[src/rtl/reg_file_pkg.sv]
// Shared definitions for the parametrised register file: micro-operation codes
// and the read-index decoder that maps a flat index onto the T/R register groups.
package reg_file_pkg;

  localparam logic [2:0] FS_CLR  = 3'b000;
  localparam logic [2:0] FS_LOAD = 3'b001;
  localparam logic [2:0] FS_DEC  = 3'b010;
  localparam logic [2:0] FS_INC  = 3'b011;
  localparam logic [2:0] FS_SHL  = 3'b100;
  localparam logic [2:0] FS_SHR  = 3'b101;
  localparam logic [2:0] FS_ROL  = 3'b110;
  localparam logic [2:0] FS_ROR  = 3'b111;

  typedef enum logic [1:0] {
    GRP_T    = 2'd0,
    GRP_R    = 2'd1,
    GRP_NONE = 2'd2
  } grp_e;

  typedef struct packed {
    grp_e       grp;
    logic [2:0] pos;
  } sel_dec_t;

  // Temporaries occupy the low indices, general registers follow, the rest read as 0
  function automatic sel_dec_t decode_idx(input int idx, input int num_t, input int num_r);
    sel_dec_t res;
    int       rel;
    rel = 0;
    if (idx < num_t) begin
      res.grp = GRP_T;
      rel     = idx;
    end else if (idx < num_t + num_r) begin
      res.grp = GRP_R;
      rel     = idx - num_t;
    end else begin
      res.grp = GRP_NONE;
      rel     = 0;
    end
    res.pos = 3'(rel);
    return res;
  endfunction

endpackage

[src/rtl/reg_file_param_if.sv]
// Control/data bundle between the datapath controller and the register file.
interface reg_file_param_if #(
  parameter int WIDTH = 8,
  parameter int NUM_R = 4,
  parameter int NUM_T = 4,
  parameter int SEL_W = 4
);
  logic [WIDTH-1:0] i_data;
  logic [2:0]       fun_sel;
  logic [NUM_R-1:0] r_sel;
  logic [NUM_T-1:0] t_sel;
  logic [SEL_W-1:0] o1_sel;
  logic [SEL_W-1:0] o2_sel;
  logic [WIDTH-1:0] o1;
  logic [WIDTH-1:0] o2;
  logic             wrap;

  modport master (
    output i_data, fun_sel, r_sel, t_sel, o1_sel, o2_sel,
    input  o1, o2, wrap
  );

  modport slave (
    input  i_data, fun_sel, r_sel, t_sel, o1_sel, o2_sel,
    output o1, o2, wrap
  );
endinterface

[src/rtl/reg_cell.sv]
// One WIDTH-bit register applying the shared micro-operation when enabled.
// q_nxt exposes the value being written so the read ports can be write-first.
module reg_cell
  import reg_file_pkg::*;
#(
  parameter int WIDTH = 8
) (
  input  logic             clk,
  input  logic             rst_n,
  input  logic             en,
  input  logic [2:0]       fun_sel,
  input  logic [WIDTH-1:0] d,
  output logic [WIDTH-1:0] q,
  output logic [WIDTH-1:0] q_nxt,
  output logic             wrap_o
);

  localparam logic [WIDTH-1:0] ZERO = {WIDTH{1'b0}};
  localparam logic [WIDTH-1:0] ONES = {WIDTH{1'b1}};
  localparam logic [WIDTH-1:0] ONE  = {{(WIDTH-1){1'b0}}, 1'b1};

  logic [WIDTH-1:0] q_q;
  logic [WIDTH-1:0] q_d;

  always_comb begin
    q_d    = q_q;
    wrap_o = 1'b0;
    if (en) begin
      case (fun_sel)
        FS_CLR:  q_d = ZERO;
        FS_LOAD: q_d = d;
        FS_DEC:  q_d = q_q - ONE;
        FS_INC:  q_d = q_q + ONE;
        FS_SHL:  q_d = {q_q[WIDTH-2:0], 1'b0};
        FS_SHR:  q_d = {1'b0, q_q[WIDTH-1:1]};
        FS_ROL:  q_d = {q_q[WIDTH-2:0], q_q[WIDTH-1]};
        FS_ROR:  q_d = {q_q[0], q_q[WIDTH-1:1]};
        default: q_d = q_q;
      endcase
      // Wrap looks only at the pre-edge value; shifted-out bits never count
      wrap_o = ((fun_sel == FS_DEC) && (q_q == ZERO)) ||
               ((fun_sel == FS_INC) && (q_q == ONES));
    end else begin
      q_d    = q_q;
      wrap_o = 1'b0;
    end
  end

  always_ff @(posedge clk or negedge rst_n) begin
    if (!rst_n) begin
      q_q <= ZERO;
    end else begin
      q_q <= q_d;
    end
  end

  assign q     = q_q;
  assign q_nxt = q_d;

endmodule

[src/rtl/reg_file_param.sv]
// NUM_T temporaries plus NUM_R general registers sharing one micro-operation,
// with two registered write-first read ports and a one-cycle wrap flag.
module reg_file_param
  import reg_file_pkg::*;
#(
  parameter int WIDTH = 8,
  parameter int NUM_R = 4,
  parameter int NUM_T = 4,
  parameter int SEL_W = 4
) (
  input  logic                clk,
  input  logic                rst_n,
  reg_file_param_if.slave     bus
);

  localparam int NUM_CELLS = NUM_T + NUM_R;
  localparam logic [WIDTH-1:0] ZERO = {WIDTH{1'b0}};

  logic [WIDTH-1:0] cell_q_s  [NUM_CELLS];
  logic [WIDTH-1:0] cell_nx_s [NUM_CELLS];
  logic [NUM_CELLS-1:0] en_s;
  logic [NUM_CELLS-1:0] wrap_vec_s;
  logic [SEL_W-1:0] o1_sel_s;
  logic [SEL_W-1:0] o2_sel_s;
  sel_dec_t         dec1_s;
  sel_dec_t         dec2_s;
  int               flat1_s;
  int               flat2_s;

  logic [WIDTH-1:0] o1_q, o1_d;
  logic [WIDTH-1:0] o2_q, o2_d;
  logic             wrap_q, wrap_d;

  assign o1_sel_s = bus.o1_sel;
  assign o2_sel_s = bus.o2_sel;

  // Flat cell k < NUM_T is T(k+1); mask MSB selects the first register of a group
  for (genvar k = 0; k < NUM_T; k++) begin : g_t
    assign en_s[k] = bus.t_sel[NUM_T-1-k];
    reg_cell #(.WIDTH(WIDTH)) u_cell (
      .clk     (clk),
      .rst_n   (rst_n),
      .en      (en_s[k]),
      .fun_sel (bus.fun_sel),
      .d       (bus.i_data),
      .q       (cell_q_s[k]),
      .q_nxt   (cell_nx_s[k]),
      .wrap_o  (wrap_vec_s[k])
    );
  end

  for (genvar k = 0; k < NUM_R; k++) begin : g_r
    assign en_s[NUM_T+k] = bus.r_sel[NUM_R-1-k];
    reg_cell #(.WIDTH(WIDTH)) u_cell (
      .clk     (clk),
      .rst_n   (rst_n),
      .en      (en_s[NUM_T+k]),
      .fun_sel (bus.fun_sel),
      .d       (bus.i_data),
      .q       (cell_q_s[NUM_T+k]),
      .q_nxt   (cell_nx_s[NUM_T+k]),
      .wrap_o  (wrap_vec_s[NUM_T+k])
    );
  end

  // Read muxes pick the post-update value so a write shows up on the same edge
  always_comb begin
    o1_d    = ZERO;
    o2_d    = ZERO;
    dec1_s  = decode_idx(int'(o1_sel_s), NUM_T, NUM_R);
    dec2_s  = decode_idx(int'(o2_sel_s), NUM_T, NUM_R);
    flat1_s = (dec1_s.grp == GRP_T) ? int'(dec1_s.pos) : NUM_T + int'(dec1_s.pos);
    flat2_s = (dec2_s.grp == GRP_T) ? int'(dec2_s.pos) : NUM_T + int'(dec2_s.pos);
    for (int k = 0; k < NUM_CELLS; k++) begin
      o1_d = o1_d | (((dec1_s.grp != GRP_NONE) && (k == flat1_s)) ?
                     (en_s[k] ? cell_nx_s[k] : cell_q_s[k]) : ZERO);
      o2_d = o2_d | (((dec2_s.grp != GRP_NONE) && (k == flat2_s)) ?
                     (en_s[k] ? cell_nx_s[k] : cell_q_s[k]) : ZERO);
    end
    wrap_d = |wrap_vec_s;
  end

  always_ff @(posedge clk or negedge rst_n) begin
    if (!rst_n) begin
      o1_q   <= ZERO;
      o2_q   <= ZERO;
      wrap_q <= 1'b0;
    end else begin
      o1_q   <= o1_d;
      o2_q   <= o2_d;
      wrap_q <= wrap_d;
    end
  end

  assign bus.o1   = o1_q;
  assign bus.o2   = o2_q;
  assign bus.wrap = wrap_q;

endmodule
[src/flat_wrapper.sv]
// flat-port wrapper written by rule: the top's interface ports become plain ports
module reg_file_param_flat import reg_file_pkg::*;
#(
  parameter int WIDTH = 8,
  parameter int NUM_R = 4,
  parameter int NUM_T = 4,
  parameter int SEL_W = 4
)
  (clk, rst_n, bus_i_data, bus_fun_sel, bus_r_sel, bus_t_sel, bus_o1_sel, bus_o2_sel, bus_o1, bus_o2, bus_wrap);
  reg_file_param_if #(.WIDTH(WIDTH), .NUM_R(NUM_R), .NUM_T(NUM_T), .SEL_W(SEL_W)) bus_i ();
  input  logic clk;
  input  logic rst_n;
  input wire logic [$bits(bus_i.i_data)-1:0] bus_i_data;
  input wire logic [$bits(bus_i.fun_sel)-1:0] bus_fun_sel;
  input wire logic [$bits(bus_i.r_sel)-1:0] bus_r_sel;
  input wire logic [$bits(bus_i.t_sel)-1:0] bus_t_sel;
  input wire logic [$bits(bus_i.o1_sel)-1:0] bus_o1_sel;
  input wire logic [$bits(bus_i.o2_sel)-1:0] bus_o2_sel;
  output wire logic [$bits(bus_i.o1)-1:0] bus_o1;
  output wire logic [$bits(bus_i.o2)-1:0] bus_o2;
  output wire logic [$bits(bus_i.wrap)-1:0] bus_wrap;
  assign bus_i.i_data = bus_i_data;
  assign bus_i.fun_sel = bus_fun_sel;
  assign bus_i.r_sel = bus_r_sel;
  assign bus_i.t_sel = bus_t_sel;
  assign bus_i.o1_sel = bus_o1_sel;
  assign bus_i.o2_sel = bus_o2_sel;
  assign bus_o1 = bus_i.o1;
  assign bus_o2 = bus_i.o2;
  assign bus_wrap = bus_i.wrap;
  reg_file_param #(.WIDTH(WIDTH), .NUM_R(NUM_R), .NUM_T(NUM_T), .SEL_W(SEL_W)) u_core (.clk(clk), .rst_n(rst_n), .bus(bus_i));
endmodule
[config.mk]
export PLATFORM = sky130hd
export DESIGN_NAME = reg_file_param_flat
export DESIGN_NICKNAME = d
export VERILOG_FILES = /design/src/rtl/reg_file_pkg.sv /design/src/rtl/reg_file_param_if.sv /design/src/rtl/reg_cell.sv /design/src/rtl/reg_file_param.sv /design/src/flat_wrapper.sv
export SDC_FILE = /design/constraint.sdc
export NUM_CORES = 1
export LEC_CHECK = 0
export ABC_AREA = 1
export CORE_MARGIN = 2
export CORE_UTILIZATION = 25
export DETAILED_ROUTE_END_ITERATION = 10
export DONT_BUFFER_PORTS = 1
export HOLD_SLACK_MARGIN = 0.15
export PLACE_DENSITY = 0.44
export SETUP_SLACK_MARGIN = 0.02
export SKIP_CTS_REPAIR_TIMING = 1
export SLEW_MARGIN = 10
export SYNTH_ARGS = -nofsm -noshare
export SYNTH_HDL_FRONTEND = slang
export SYNTH_SLANG_ARGS = --single-unit
[constraint.sdc]
create_clock -name clk -period 3.1 [get_ports clk]
set_clock_uncertainty 0.2 [all_clocks]
set_input_delay 0.93 -clock clk [delete_from_list [all_inputs] [get_ports clk]]
set_output_delay 0.93 -clock clk [all_outputs]
set_load 0.05 [all_outputs]
Yosys cells after proc, flatten, opt, wreduce, memory -nomap -nowiden. Cells that the tools add are included.

Flip-flop bits (word level): 81. Latch bits: 0. RAM bits: 0. ROM bits: 0. Input port bits: 29. Word-level logic and storage cells: 192. Memories: 0.

Add/subtract/negate cells: 20. Multipliers: 0. Div/mod/pow operators: 0. Magnitude comparators: 4. Equal/unequal tests: 31. Shifts and indexed selects: 0. Multiplexer cells: 58. Bitwise gates (word level): 14. Reduce and logical (&&, ||, !) cells: 54.

Operators by type and width (number): case mux 8 bit (8 select lines) (8); == test 4 x 32 -> 1 bit (first input constant) (8); 2-to-1 mux 8 bit (32); == test 3 x 32 -> 1 bit (first input constant) (4); bitwise OR 8 bit (14); adder 8 x 1 -> 8 bit (second input constant) (8); == test 2 x 32 -> 1 bit (first input constant) (2); == test 8 bit (second input constant) (8); zero test 32 bit (2); zero test 8 bit (8); 2-to-1 mux 32 bit (2); subtractor 8 x 1 -> 8 bit (second input constant) (8); logical AND 1 bit (32); == test 3 bit (second input constant) (4); 2-to-1 mux 3 bit (4); adder 3 x 3 -> 4 bit (first input constant) (2); logical OR 1 bit (8); < comparator 4 x 3 -> 1 bit (second input constant) (2); < comparator 4 bit (second input constant) (2); 2-to-1 mux 1 bit (8); 2-to-1 mux 2 bit (4); OR reduction 8 bit (1); == test 3 x 2 -> 1 bit (second input constant) (2); subtractor 3 bit (second input constant) (2); other kinds (4) (6).

Logic depth before layout (Yosys ltp). Gate-level depths: netlist of run 1.

Depth after elaboration: 15. Gate-level depth with buffers: 18. Gate-level depth less buffers: 17.

Cells and area by module. A second synthesis of run 1 with hierarchy kept.

Cell total of the unflattened synthesis: 1693. Area, all modules: 9888.2 um^2.

Modules (own cells, without submodules): reg_cell at u_core.g_r[0].u_cell ... (times used 4, cells each 152, area each 939.7 um^2); reg_file_param (times used 1, cells each 502, area each 2481.1 um^2); reg_cell at u_core.g_t[1].u_cell ... (times used 2, cells each 145, area each 917.1 um^2); reg_cell at u_core.g_t[0].u_cell (times used 1, cells each 149, area each 912.1 um^2); reg_cell at u_core.g_t[3].u_cell (times used 1, cells each 144, area each 902.1 um^2).

Worst setup path after synthesis of run 1. Ideal clock, no wire load.

Path kind: input-to-reg. Start: in bus_fun_sel[0]. End: reg u_core.o1_q[5], in the netlist u_core.bus.o1[5]. Library setup time: 69 ps. Arrival time: 3371 ps. Required time: 2831 ps. Path slack: -540 ps. Stages on the path: 17. Cell sequence: buf_4 -> nand3_1 -> buf_2 -> ha_1 -> or2_2 -> and2_1 -> nand2_1 -> nand3_1 -> nand2_1 -> nand2_1 -> o21ai_0 -> nand2_1 -> nand2_1 -> nand2_1 -> nand2_1 -> nor2_1 -> nand3b_1.

RTL lines: from (decl) (line flat_wrapper.sv:14) `input wire logic [$bits(bus_i.fun_sel)-1:0] bus_fun_sel;`; to (signal assigned) (line reg_file_param.sv:85) `o1_q <= ZERO;`; to (signal assigned) (line reg_file_param.sv:89) `o1_q <= o1_d;`; to (decl) (line reg_file_param.sv:30) `logic [WIDTH-1:0] o1_q, o1_d;`.

Worst setup path in the final report of run 1.
Start: in bus_fun_sel[2]. End: reg u_core.o1_q[7], in the netlist u_core.bus.o1[7].

Word-level cells in the longest chain between the ends: 12.

RTL lines: == test 3 bit (tied with other cells) (line reg_cell.sv:29) `case (fun_sel)`; case mux 8 bit (8 select lines) (line reg_cell.sv:29); 2-to-1 mux 8 bit (line reg_cell.sv:28) `if (en) begin`; 2-to-1 mux 8 bit (line reg_file_param.sv:76) `(en_s[k] ? cell_nx_s[k] : cell_q_s[k]) : ZERO);`; 2-to-1 mux 8 bit (line reg_file_param.sv:75) `o1_d = o1_d | (((dec1_s.grp != GRP_NONE) && (k == flat1_s)) ?`; bitwise OR 8 bit (6 in a row) (line reg_file_param.sv:75); bitwise OR 8 bit (*) (line reg_file_param.sv:75); named net u_core.o1_d[7] (line reg_file_param.sv:30).

Mark *: on every way through the listed nets, which the timed path passes. The rest lies on a longest branch.

==> impl_metrics.ini, run 1 <==
[status]
status = finished, final reports clean

[critical_path]
setup.worst_path.class = in2reg
reg2reg_slack_ps = 480
crit_slowest_cell = ha_1
cp.required_ps = 3090
cp.arrival_ps = 2950
r2r_end = u_core.bus.o1[6]
critPathLaunchType = primary input
max_stage_delay_ps = 310
endpoint_kind = flop
r2r_cells = 14
cp_common_cell = nand3_1
worstReg2RegStart = u_core.g_r[0].u_cell.q[0]
worstPathCellList = inv_2, nand3_4, buf_12, ha_1, nand2_1, nand2_1, a21oi_1, nand3_1, nand3_1, nand3_1, nand3_1, nand4_1, nor2_1, nand4_1
cp_max_fo = 21

[cells_and_area]
final_common_cell = nand2_1
syn_to_final_growth_pct = 26.0
final_util_pct = 31.8
fin_nets = 1444
final_cell_mix = nand2_1, inv_1, buf_4
layout-drive-gt1-share_pct = 15.0

[logic_synthesis]
synth_edf_count = 0
async_flop_share_pct = 100
synth_area_per_cell_um2 = 6.41
syn-cell-area_um2 = 7900
synthTopCellsByArea = dfrtp_1, nand2_1, ha_1
synth_top_area_cell = dfrtp_1
syn_inst = 1232
synth-main-ff-cell = dfrtp_1
synth_seq_area_share_pct = 25.7
ys_seq_elements = 81
synth.distinct_cells = 44
synth_nets = 1317
netlist.area_leader.share_pct = 25.7
yosysWarnings = 0

[clock_tree]
cts-root-buf = clkbuf_16
cts.path.max_buffers = 2
cts_tree = done
cts_sinks = 81
htreeDepth = 3
worstSkewPairLatency_ps = 360
clk_pin_slew_ps = 70
cts_buffers = 9

[timing]
post-route-min-period_ps = 2950
final.setup.tns_ps = 0
fin_crit_sh_pct = 95.3
maxSlewHeadroom_pct = 17.6
rsz0062_at_grt = true
fmax_mhz = 338
finalSetupViolCount = 0
tightest_slew_ps = 1230
hold_viol = 0
timing.final.ws_setup_ps = 145
drv_slew = 0

[hold_path]
holdCritPathClass = in2async

[power_and_ir_drop]
power_switching_mw = 2.62
ir_drop_mv = 0.254
switching_share_pct = 45.2
intPower_mw = 3.17
power_leakage_nw = 4.88
powerDensity_nw_per_um2 = 582
clockPowerShare_pct = 20.3
power_mw = 5.79
seqPwrFrac_pct = 30.0
combPwrFrac_pct = 49.7

[global_routing]
grt.total_usage_pct = 20.5
grt_pass1_vias = 8808
met2_usage_pct = 33.9
use_met3_pct = 4.39
grt_max_degree = 82
grt.busiest_layer = met2
grt_use_met1_pct = 27.0
antenna_found_initial = 1
grt_pass1_wl_mm = 51.7
overflow = 0

[floorplanning]
core_area_um2 = 31300
die_w_um = 182
ioPinCount = 46
initial_core_util_pct = 25.2
die_h_um = 182
dieArea_um2 = 33000
core.rowCount = 65

[placed_design]
io_buffer_count = 0
place_congestion = 0.960
pre_cts_ws_ps = -352
hpwl_mm = 25.8

[routing]
num_vias = 9066
route.detailed.drc = 0
drt_iter0_drc = 840
viasPerCell = 5.13
antenna_left = 0
first_pass_iters = 5
drt-total-wl_mm = 33.6
wl_per_cell_um = 19.0

[flow_run]
max-cap-violations = 0
-- layer usage --
layer  share of wire, %  up-vias
met5                  0        -
met2                 46      276
met4                2.2        0
li1                   -     4456
met3                6.3       46
met1                 45     4288
-- how the worst max path moves through the flow --
| stage | startpoint | end | slack [ps] | depth (start not counted) |
|---|---|---|---|---|
| 6_report | bus_fun_sel[2] | u_core.bus.o1[7] | 150 | 14 |
| 5_1_grt | bus_fun_sel[2] | u_core.bus.o2[4] | 9 | 17 |
| 4_1_cts | bus_fun_sel[2] | u_core.bus.o1[6] | 20 | 14 |
| 3_5_place_dp | bus_fun_sel[2] | u_core.bus.o1[6] | -350 | 14 |
| 3_3_place_gp | bus_fun_sel[2] | u_core.bus.o1[6] | -350 | 14 |
| 2_1_floorplan | bus_fun_sel[0] | u_core.bus.o1[4] | 30 | 16 |
-- final cells by class --
type                    instances  area, um^2
diodes                          1        2.50
inverters                     152         571
fillers                      3424       21400
repair buffers                142        1210
clock inverters                 5        62.6
well taps                     402         503
clock buffers                  11         253
multi-input cells             973        5320
flip-flops and latches         81        2030
-- power by group through the flow --
stage	registers [mW]	logic [mW]	clock network (mW)
global placement	1.75	2.76	0
floorplan	1.61	1.77	0
detailed placement	1.74	2.76	0
finish	1.74	2.88	1.18
CTS	1.73	2.78	1.19
global route	1.77	3.26	1.24
-- critical path, delay by kind of cell --
family / cells / cell delay [ps]
and+or+nand+nor: 10 / 1240
AOI/OAI and AO/OA: 1 / 190
buffers and inverters: 2 / 260
adders and majority gates: 1 / 310
-- Yosys cell counts (4+ instances only) --
master,instances
o2111ai_1,8
clkbuf_1,7
buf_4,7
nand3_1,87
dfrtp_1,81
and2_1,10
o221ai_1,19
nand3b_1,5
inv_1,147
nor2_1,75
nand2_1,397
a221oi_1,15
buf_2,8
nor3_1,13
o21bai_1,4
a21oi_1,76
a21boi_0,4
inv_2,5
o21ai_1,15
o21ai_0,88
or2_2,7
a22o_1,7
ha_1,48
fa_1,8
o211ai_1,8
nand4_1,46
nor4_1,11
-- cell families (layout without fill, tap and decap cells) --
family / after synthesis / in the layout / synth area share [%]
compound gates: 254 / 254 / 19.3
fa+ha+maj: 56 / 56 / 9.64
flops: 81 / 81 / 25.7
xor+xnor: 2 / 2 / 0.222
other cells: 0 / 1 / 0
simple gates: 661 / 661 / 36.2
buf+inv: 178 / 310 / 9.02
-- per-stage QoR --
step	instances	hold slack (ps)	area [um^2]
after global placement	1749	440	9490
after detailed placement	1749	440	9490
after global routing	1766	301	9950
after CTS	1765	51.0	9810
after floorplan	1232	349	7960
final	1767	277	9950
-- flip-flops by register name (all words and copies together) (netlist names), named ones only --
name and flops:
u_core.g_r.u_cell.q 28, u_core.bus.o2 8, u_core.bus.o1 8, u_core.bus.wrap 1, u_core.g_t.u_cell.q 28
No activity file was read; power rests on OpenSTA's default activity.
==> run 2: changes to the inputs <==
--- a/config.mk
+++ b/config.mk
@@ -18,3 +18,4 @@
 export SYNTH_ARGS = -nofsm -noshare
 export SYNTH_HDL_FRONTEND = slang
 export SYNTH_SLANG_ARGS = --single-unit
+export TNS_END_PERCENT = 5
==> impl_metrics.ini, run 2 (synthesized netlist as in run 1, its figures left out) <==
[cells_and_area]
layout-drive-gt1-share_pct = 14.7
final_util_pct = 31.6
syn_to_final_growth_pct = 25.4
final_cell_mix = nand2_1, inv_1, buf_4
fin_nets = 1444
nFillCells = 3425
final_area_um2 = 9900
final_common_cell = nand2_1

[routing]
wl_per_cell_um = 19.0
drt-total-wl_mm = 33.6
first_pass_iters = 5
drt_iter0_drc = 763
num_vias = 9079
route.detailed.drc = 0
antenna_left = 0
viasPerCell = 5.14

[timing]
hold_viol = 0
timing.final.ws_setup_ps = 126
finalSetupViolCount = 0
drv_slew = 0
rsz0062_at_grt = true
fmax_mhz = 336
maxSlewHeadroom_pct = 22.5
post-route-min-period_ps = 2970
fin_crit_sh_pct = 96.0
tightest_slew_ps = 1160
whs_ps = 275

[floorplanning]
core_area_um2 = 31300
dieArea_um2 = 33000
initial_core_util_pct = 25.2
die_w_um = 182
die_h_um = 182
core.rowCount = 65
ioPinCount = 46

[global_routing]
grt.total_usage_pct = 20.5
grt_max_degree = 82
overflow = 0
grt_pass1_wl_mm = 51.7
antenna_found_initial = 1
grt_pass1_vias = 8808

[critical_path]
cp_max_fo = 22
setup.worst_path.class = in2reg
worstReg2RegStart = u_core.g_r[0].u_cell.q[0]
r2r_end = u_core.bus.o1[6]
cp.required_ps = 3130
worstPathCellList = inv_2, nand3_4, buf_12, buf_4, ha_1, buf_4, nand2_1, nor3_1, nand2_1, nand3_1, a21oi_1, o21ai_0, nand2_1, nand2_1, nand2_1, nand2_1, nand2_1, nor2_1, nand2_1
reg2reg_slack_ps = 460
cp.arrival_ps = 3010
r2r_cells = 14
critPathLaunchType = primary input
max_stage_delay_ps = 300
crit_slowest_cell = ha_1
critPathBufInv = 4
cp_common_cell = nand2_1
endpoint_kind = flop
critPathTopFamily = simple AND/OR/NAND/NOR gates

[clock_tree]
cts_sinks = 81
worstSkewPairLatency_ps = 360
cts-root-buf = clkbuf_16
cts_buffers = 9
clk_pin_slew_ps = 70
htreeDepth = 3
cts_tree = done
cts.path.max_buffers = 2

[power_and_ir_drop]
intPower_mw = 3.15
switching_share_pct = 45.2
power_switching_mw = 2.60
ir_drop_mv = 0.255
power_mw = 5.76
combPwrFrac_pct = 49.5
powerDensity_nw_per_um2 = 582
clockPowerShare_pct = 20.4
power_leakage_nw = 4.88
seqPwrFrac_pct = 30.1

[placed_design]
hpwl_mm = 25.8
io_buffer_count = 0
place_area_um2 = 9490
place_congestion = 0.960
pre_cts_ws_ps = -352

[status]
status = finished, final reports clean

[flow_run]
max-cap-violations = 0

[hold_path]
holdCritPathClass = in2async
run 2: area by class of cell:
cell class | count | area [um^2] | area share (%)
antenna | 1 | 2.50 | 0.0253
clock buffer | 11 | 253 | 2.55
clock inverter | 5 | 62.6 | 0.632
inverter | 152 | 571 | 5.76
multi-input combinational | 973 | 5270 | 53.2
sequential | 81 | 2030 | 20.5
tap | 402 | 503 | 5.08
timing repair buffer | 142 | 1210 | 12.2
run 2: metal layers:
metal	GRT usage, %	up-vias	routed length, um
met4	5.56	0	758
met1	27.0	4301	15300
li1	-	4457	-
met3	4.39	43	2090
met2	33.9	278	15500
met5	0	-	0
run 2: worst max-delay path by stage:
stage              startpoint                to  cells past startpoint
6_report       bus_fun_sel[2]  u_core.bus.o1[6]                     19
5_1_grt        bus_fun_sel[2]  u_core.bus.o1[6]                     19
4_1_cts        bus_fun_sel[2]  u_core.bus.o1[6]                     14
3_5_place_dp   bus_fun_sel[2]  u_core.bus.o1[6]                     14
3_3_place_gp   bus_fun_sel[2]  u_core.bus.o1[6]                     14
2_1_floorplan  bus_fun_sel[0]  u_core.bus.o1[4]                     16
run 2: power by group through the flow:
stage / logic (mW) / registers, mW / clock network, mW
2_1_floorplan: 1.77 / 1.61 / 0
3_3_place_gp: 2.76 / 1.75 / 0
3_5_place_dp: 2.76 / 1.74 / 0
4_1_cts: 2.78 / 1.73 / 1.19
5_1_grt: 3.24 / 1.76 / 1.24
6_report: 2.85 / 1.73 / 1.17
run 2: through the flow:
step / instances / setup TNS, ps
5_1_grt: 1766 / -48.7
2_1_floorplan: 1232 / 0
4_1_cts: 1765 / 0
6_report: 1767 / 0
3_5_place_dp: 1749 / -2940
3_3_place_gp: 1749 / -2990
